File: src/rtl/serial_arith_pkg.sv
// Shared types and helpers for the bit-serial arithmetic blocks.
// Holds the FSM state encoding and the counter-width rule.
package serial_arith_pkg;

   typedef enum logic [1:0] {
      IDLE = 2'd0,
      RUN  = 2'd1,
      DONE = 2'd2
   } ser_state_t;

   // A 1-bit counter is still needed when WIDTH is 1 or 2.
   function automatic int cnt_w(input int width);
      int w;
      w = $clog2(width);
      return (w < 1) ? 1 : w;
   endfunction

endpackage

File: src/rtl/full_subtractor.sv
// One-bit full subtractor: diff = x - y - bi, borrow out on underflow.
// Purely combinational, no latency, no flow control.
module full_subtractor (
   input  logic i_x,
   input  logic i_y,
   input  logic i_bi,
   output logic o_diff,
   output logic o_bo
);

   assign o_diff = i_x ^ i_y ^ i_bi;
   assign o_bo   = (~i_x & i_y) | (~i_x & i_bi) | (i_y & i_bi);

endmodule

File: src/rtl/serial_subtractor.sv
// Bit-serial unsigned subtractor, LSB first; result valid WIDTH cycles after accept and held until out_ready.
// Optional SERIAL_SUB_SAT_EN clamps the difference to zero on underflow.
module serial_subtractor
   import serial_arith_pkg::*;
#(
   parameter int WIDTH = 8
) (
   input  logic             clk,
   input  logic             rst_n,
   input  logic             in_valid,
   output logic             in_ready,
   input  logic [WIDTH-1:0] a,
   input  logic [WIDTH-1:0] b,
   input  logic             bin,
   output logic             out_valid,
   input  logic             out_ready,
   output logic [WIDTH-1:0] d,
   output logic             bout,
   output logic             busy
);

   localparam int             CW       = cnt_w(WIDTH);
   localparam logic [CW-1:0] LAST_CNT = CW'(WIDTH - 1);

   ser_state_t       r_state;
   ser_state_t       w_next_state;
   logic [WIDTH-1:0] r_ra;
   logic [WIDTH-1:0] r_rb;
   logic [WIDTH-1:0] r_rd;
   logic [WIDTH-1:0] r_d;
   logic             r_bout;
   logic             r_borrow;
   logic [CW-1:0]    r_cnt;
   logic             w_diff;
   logic             w_bo;
   logic             w_last;
   logic [WIDTH:0]   w_rd_shift;
   logic [WIDTH-1:0] w_rd_next;

   full_subtractor u_fsub (
      .i_x    (r_ra[0]),
      .i_y    (r_rb[0]),
      .i_bi   (r_borrow),
      .o_diff (w_diff),
      .o_bo   (w_bo)
   );

   // New difference bit enters at the MSB so the LSB-first stream lands in order.
   assign w_rd_shift = {w_diff, r_rd};
   assign w_rd_next  = w_rd_shift[WIDTH:1];
   assign w_last     = (r_state == RUN) && (r_cnt == LAST_CNT);

   always_ff @(posedge clk or negedge rst_n) begin
      if (!rst_n) begin
         r_state <= IDLE;
      end else begin
         r_state <= w_next_state;
      end
   end

   always_comb begin
      w_next_state = r_state;
      in_ready     = 1'b0;
      out_valid    = 1'b0;
      busy         = 1'b0;
      case (r_state)
         IDLE: begin
            in_ready = 1'b1;
            if (in_valid) w_next_state = RUN;
         end
         RUN: begin
            busy = 1'b1;
            if (w_last) w_next_state = DONE;
         end
         DONE: begin
            busy      = 1'b1;
            out_valid = 1'b1;
            if (out_ready) w_next_state = IDLE;
         end
         default: w_next_state = IDLE;
      endcase
   end

   always_ff @(posedge clk or negedge rst_n) begin
      if (!rst_n) begin
         r_ra     <= '0;
         r_rb     <= '0;
         r_rd     <= '0;
         r_d      <= '0;
         r_bout   <= 1'b0;
         r_borrow <= 1'b0;
         r_cnt    <= '0;
      end else begin
         case (r_state)
            IDLE: begin
               if (in_valid) begin
                  r_ra     <= a;
                  r_rb     <= b;
                  r_borrow <= bin;
                  r_cnt    <= '0;
               end
            end
            RUN: begin
               r_ra     <= r_ra >> 1;
               r_rb     <= r_rb >> 1;
               r_rd     <= w_rd_next;
               r_borrow <= w_bo;
               r_cnt    <= r_cnt + CW'(1);
               // Output registers only change on the final RUN cycle, so DONE holds them.
               if (w_last) begin
`ifdef SERIAL_SUB_SAT_EN
                  r_d <= w_bo ? '0 : w_rd_next;
`else
                  r_d <= w_rd_next;
`endif
                  r_bout <= w_bo;
               end
            end
            default: ;
         endcase
      end
   end

   assign d    = r_d;
   assign bout = r_bout;

endmodule

File: config.mk
export PLATFORM = sky130hd
export DESIGN_NAME = serial_subtractor
export DESIGN_NICKNAME = d
export VERILOG_FILES = /design/src/rtl/serial_arith_pkg.sv /design/src/rtl/full_subtractor.sv /design/src/rtl/serial_subtractor.sv
export SDC_FILE = /design/constraint.sdc
export NUM_CORES = 1
export LEC_CHECK = 0
export BUFFER_PORTS_ARGS = -buffer_cell sky130_fd_sc_hd__buf_2
export CAP_MARGIN = 10
export CORE_MARGIN = 5
export CORE_UTILIZATION = 35
export CTS_BUF_LIST = sky130_fd_sc_hd__clkbuf_16
export DETAILED_ROUTE_END_ITERATION = 8
export GPL_TIMING_DRIVEN = 0
export HOLD_SLACK_MARGIN = 0.08
export SYNTH_ARGS = -nofsm -noshare
export SYNTH_HDL_FRONTEND = slang
export SYNTH_SLANG_ARGS = --single-unit
File: constraint.sdc
create_clock -name clk -period 3.51 [get_ports clk]
set_input_delay 0.702 -clock clk [delete_from_list [all_inputs] [get_ports clk]]
set_output_delay 0.702 -clock clk [all_outputs]
set_load 0.01 [all_outputs]
==> results.txt <==
----------------------------------------------------
[Run status]
  Run status ... finished clean

[Die]
  Placement Rows ... 25
  Effective utilization at floorplan ... 0.361
  Die width ... 79.8 µm
  Area of the die ... 6360 µm²
  Area of the core ... 4720 µm²
  Number of primary I/O pins ... 33
  Die Y-Extent ... 79.8 µm

[Pwr]
  Reported leakage power ... 1.06 nW
  Sequential group share of total power ... 0.355
  Net Switching ... 0.000667 W
  Internal power ... 0.00142 W
  Net switching fraction of the power ... 0.320
  Share of total power in combinational logic ... 0.372
  Worst IR drop on VDD ... 392 µV
  Clk network pwr share ... 0.273
  Power per unit of standard cell area ... 975 nW/µm²

[Yosys]
  Mapped Cells ... 139
  Mean area per synthesized cell ... 12.3 µm²
  Sequential fraction of the synthesis area ... 0.558
  Syn_nets ... 166
  Post-synthesis instance area ... 1700 µm²
  Number of warnings issued by yosys ... 0
  Distinct cell type count of the synthesized netlist ... 20
  Number of storage elements in the synthesis netlist ... 38

[Worst setup path]
  Critical path data required time ... 2810 ps
  Largest fanout on the critical path ... 8
  Element type at the critical path start ... register
  Dominant delay contributor by cell family on the critical path ... flip-flops
  Arrival time at the worst endpoint ... 1270 ps
  Source of the worst register-to-register timing path ... r_state[0]$_DFFE_PN0P_
  Critical-path cell with the highest stage delay ... sky130_fd_sc_hd__dfrtp_1
  Path type of the worst setup path ... reg2out
  Delay contributed by the slowest stage of the critical path ... 390 ps
  Cells along the critical path ... inv_1 -> ha_1 -> buf_2
  CP Capture Type ... output pin
  CP Launch Point ... r_state[0]$_DFFE_PN0P_
  Buffers and inverters on the worst path ... 2

[GRT]
  GRT Total Usage ... 0.111
  Antenna violations before repair ... 0
  Wire length of the first global-routing pass ... 5390 µm
  Via count of the first global-routing pass ... 1182
  Remaining global-route overflow ... 0
  Largest net degree at the start of global routing ... 39

[Drt]
  DRC marker count from the first detailed-route iteration ... 38
  Post-detailed-route wirelength per cell ... 13.1 µm
  Detail-routed via count per cell ... 4.66
  Count of vias placed by the detailed router ... 1147
  Number of nets with antenna violations after detailed routing ... 0
  Routed wire length ... 3210 µm
  Number of DRC violations after detailed routing ... 0
  Initial DRT Pass Iterations ... 4

[Place]
  Post-DP Area ... 1950 µm²
  Post-place setup slack ... 1800 ps
  Final estimated routing congestion in global placement ... 0.780
  Detailed Place HPWL ... 2370 µm
  Count of buffers inserted at the top-level ports ... 32

[Layout]
  Area growth from synthesis to final layout ... 25.4%
  Nets@finish ... 205
  Inserted Diodes ... 0
  Share of layout cells above drive strength 1 ... 0.352
  Final Instance Area ... 2140 µm²

[Clock tree]
  CTS tree ... done
  Post-CTS Setup Bufs ... 0
  CTS hold repair buffers ... 0
  Inserted Clock Buffers ... 5
  Clock-pin slew on the worst setup and hold paths ... 60 ps
  CTS root buffer ... sky130_fd_sc_hd__clkbuf_16
  Max Buffers Root-to-Sink ... 2
  Clock latency of the later-clocked register in the worst-skew pair ... 280 ps
  Sinks on the clock net ... 38
  Number of cells upsized or downsized after cts ... 0
  H-tree lvl count ... 2

[STA]
  Total count of max-transition violations in the final report ... 0
  Setup repair after global routing missed its margin ... no
  Period minus WS final ... 1970 ps
  Smallest setup slack after layout ... 1540 ps
  Worst slew margin relative to its limit ... 0.437
  Portion of the clock cycle consumed by the worst path in the final layout ... 0.561
  Pin slew with the least headroom to its limit ... 844 ps
  Number of hold violations in the final report ... 0
  Worst-case hold slack ... 477 ps
  Number of endpoints failing setup at the final stage ... 0
  TNS Setup ... 0 ps
  Maximum clock skew at final layout ... 3.19 ps
  Top achievable clock speed ... 508 MHz

[Job]
  Maximum capacitance violations ... 0

[Min path]
  Type of the tightest min-delay check ... reg2reg
  Critical hold path startpoint ... d[7]$_DFFE_PN0P_

----------------------------------------------------
-- power groups by stage --
stage | clock [W] | sequential [W] | combinational [W]
final | 0.000568 | 0.000740 | 0.000775
after global routing | 0.000596 | 0.000764 | 0.000872
after CTS | 0.000581 | 0.000743 | 0.000794
after detailed placement | 0 | 0.000750 | 0.000791
after global placement | 0 | 0.000739 | 0.000762
after floorplan | 0 | 0.000740 | 0.000586
-- path summary, 6_finish.rpt --
check                           cells after the start             endpoint  slack [ps]
worst min register to register                      2     d[7]$_DFFE_PN0P_         480
worst min-delay path                                2     d[7]$_DFFE_PN0P_         480
worst max-delay path                                3             in_ready        1540
min in group asynchronous                           1     d[2]$_DFFE_PN0P_         520
max in group asynchronous                           1  r_rd[3]$_DFFE_PN0P_        2450
worst max register to register                      5  r_rb[1]$_DFFE_PN0P_        1800
-- layout by cell type (no fill, tap or decap) --
cell type,instances
sky130_fd_sc_hd__a31oi_1,2
sky130_fd_sc_hd__a32o_1,2
sky130_fd_sc_hd__buf_2,33
sky130_fd_sc_hd__buf_4,4
sky130_fd_sc_hd__buf_6,2
sky130_fd_sc_hd__bufinv_16,2
sky130_fd_sc_hd__clkbuf_16,5
sky130_fd_sc_hd__clkinv_1,1
sky130_fd_sc_hd__dfrtp_1,38
sky130_fd_sc_hd__fa_1,1
sky130_fd_sc_hd__ha_1,5
sky130_fd_sc_hd__inv_1,6
sky130_fd_sc_hd__mux2_2,15
sky130_fd_sc_hd__mux2i_1,15
sky130_fd_sc_hd__mux2i_2,1
sky130_fd_sc_hd__nand2_1,19
sky130_fd_sc_hd__nand2_2,1
sky130_fd_sc_hd__nand2b_1,2
sky130_fd_sc_hd__nand3_1,2
sky130_fd_sc_hd__o211ai_1,1
sky130_fd_sc_hd__o21ai_0,5
sky130_fd_sc_hd__o21ai_1,15
sky130_fd_sc_hd__o2bb2ai_1,2
-- Yosys cell counts --
cell	instances	share of area
sky130_fd_sc_hd__ha_1	5	0.037
sky130_fd_sc_hd__nand2_1	19	0.042
sky130_fd_sc_hd__dfrtp_1	38	0.56
sky130_fd_sc_hd__o211ai_1	1	0.0044
sky130_fd_sc_hd__o21ai_1	15	0.044
sky130_fd_sc_hd__buf_6	2	0.013
sky130_fd_sc_hd__nand2_2	1	0.0037
sky130_fd_sc_hd__mux2_2	15	0.099
sky130_fd_sc_hd__buf_4	4	0.018
sky130_fd_sc_hd__o2bb2ai_1	2	0.010
sky130_fd_sc_hd__mux2i_2	1	0.0081
sky130_fd_sc_hd__fa_1	1	0.012
sky130_fd_sc_hd__o21ai_0	5	0.015
sky130_fd_sc_hd__a31oi_1	2	0.0073
sky130_fd_sc_hd__mux2i_1	15	0.088
sky130_fd_sc_hd__buf_2	1	0.0029
sky130_fd_sc_hd__nand2b_1	2	0.0073
sky130_fd_sc_hd__a32o_1	2	0.012
sky130_fd_sc_hd__nand3_1	2	0.0059
sky130_fd_sc_hd__inv_1	6	0.013
-- metal layers --
metal	GRT usage	share of wire	vias up
met3	0.0451	0.078	5
met1	0.139	0.46	553
met5	0	0	-
met2	0.173	0.45	32
met4	0.0405	0.013	0
li1	-	-	557
-- sequential cells by signal (all words and copies together) (netlist names) --
name	cells
r_cnt	3
bout	1
r_ra	8
r_rd	7
d	8
r_rb	8
r_state	2
r_borrow	1
-- per-stage QoR --
step	instances	util	total power, W
after detailed placement	238	0.412	0.00154
after CTS	246	0.452	0.00212
after floorplan	139	-	0.00133
after global routing	246	0.452	0.00223
final	246	0.452	0.00208
after global placement	238	0.412	0.00150
-- cells by family after synthesis --
| logic type | count (synthesis) | share of synthesized area |
|---|---|---|
| AOI/OAI and AO/OA | 27 | 0.0925 |
| DFF | 38 | 0.558 |
| adders and majority gates | 6 | 0.0485 |
| and+or+nand+nor | 24 | 0.0587 |
| muxes | 31 | 0.195 |
| buffers and inverters | 13 | 0.0470 |
-- worst reg2reg max path, cell delays in order, from the launching register on --
cell and delay, ps:
sky130_fd_sc_hd__dfrtp_1 390, sky130_fd_sc_hd__inv_1 90, sky130_fd_sc_hd__ha_1 320, sky130_fd_sc_hd__mux2i_2 460
sky130_fd_sc_hd__buf_4 250, sky130_fd_sc_hd__o21ai_1 90
-- area by class of cell --
class	count	area [µm²]
plain buffers	7	57.6
flip-flops and latches	38	951
well taps	67	83.8
fillers	455	2590
repair buffers	32	160
clock buffers	5	125
inverters	6	22.5
multi-input cells	88	673
clock inverters	3	63.8
No activity file was read; power rests on OpenSTA's default activity.
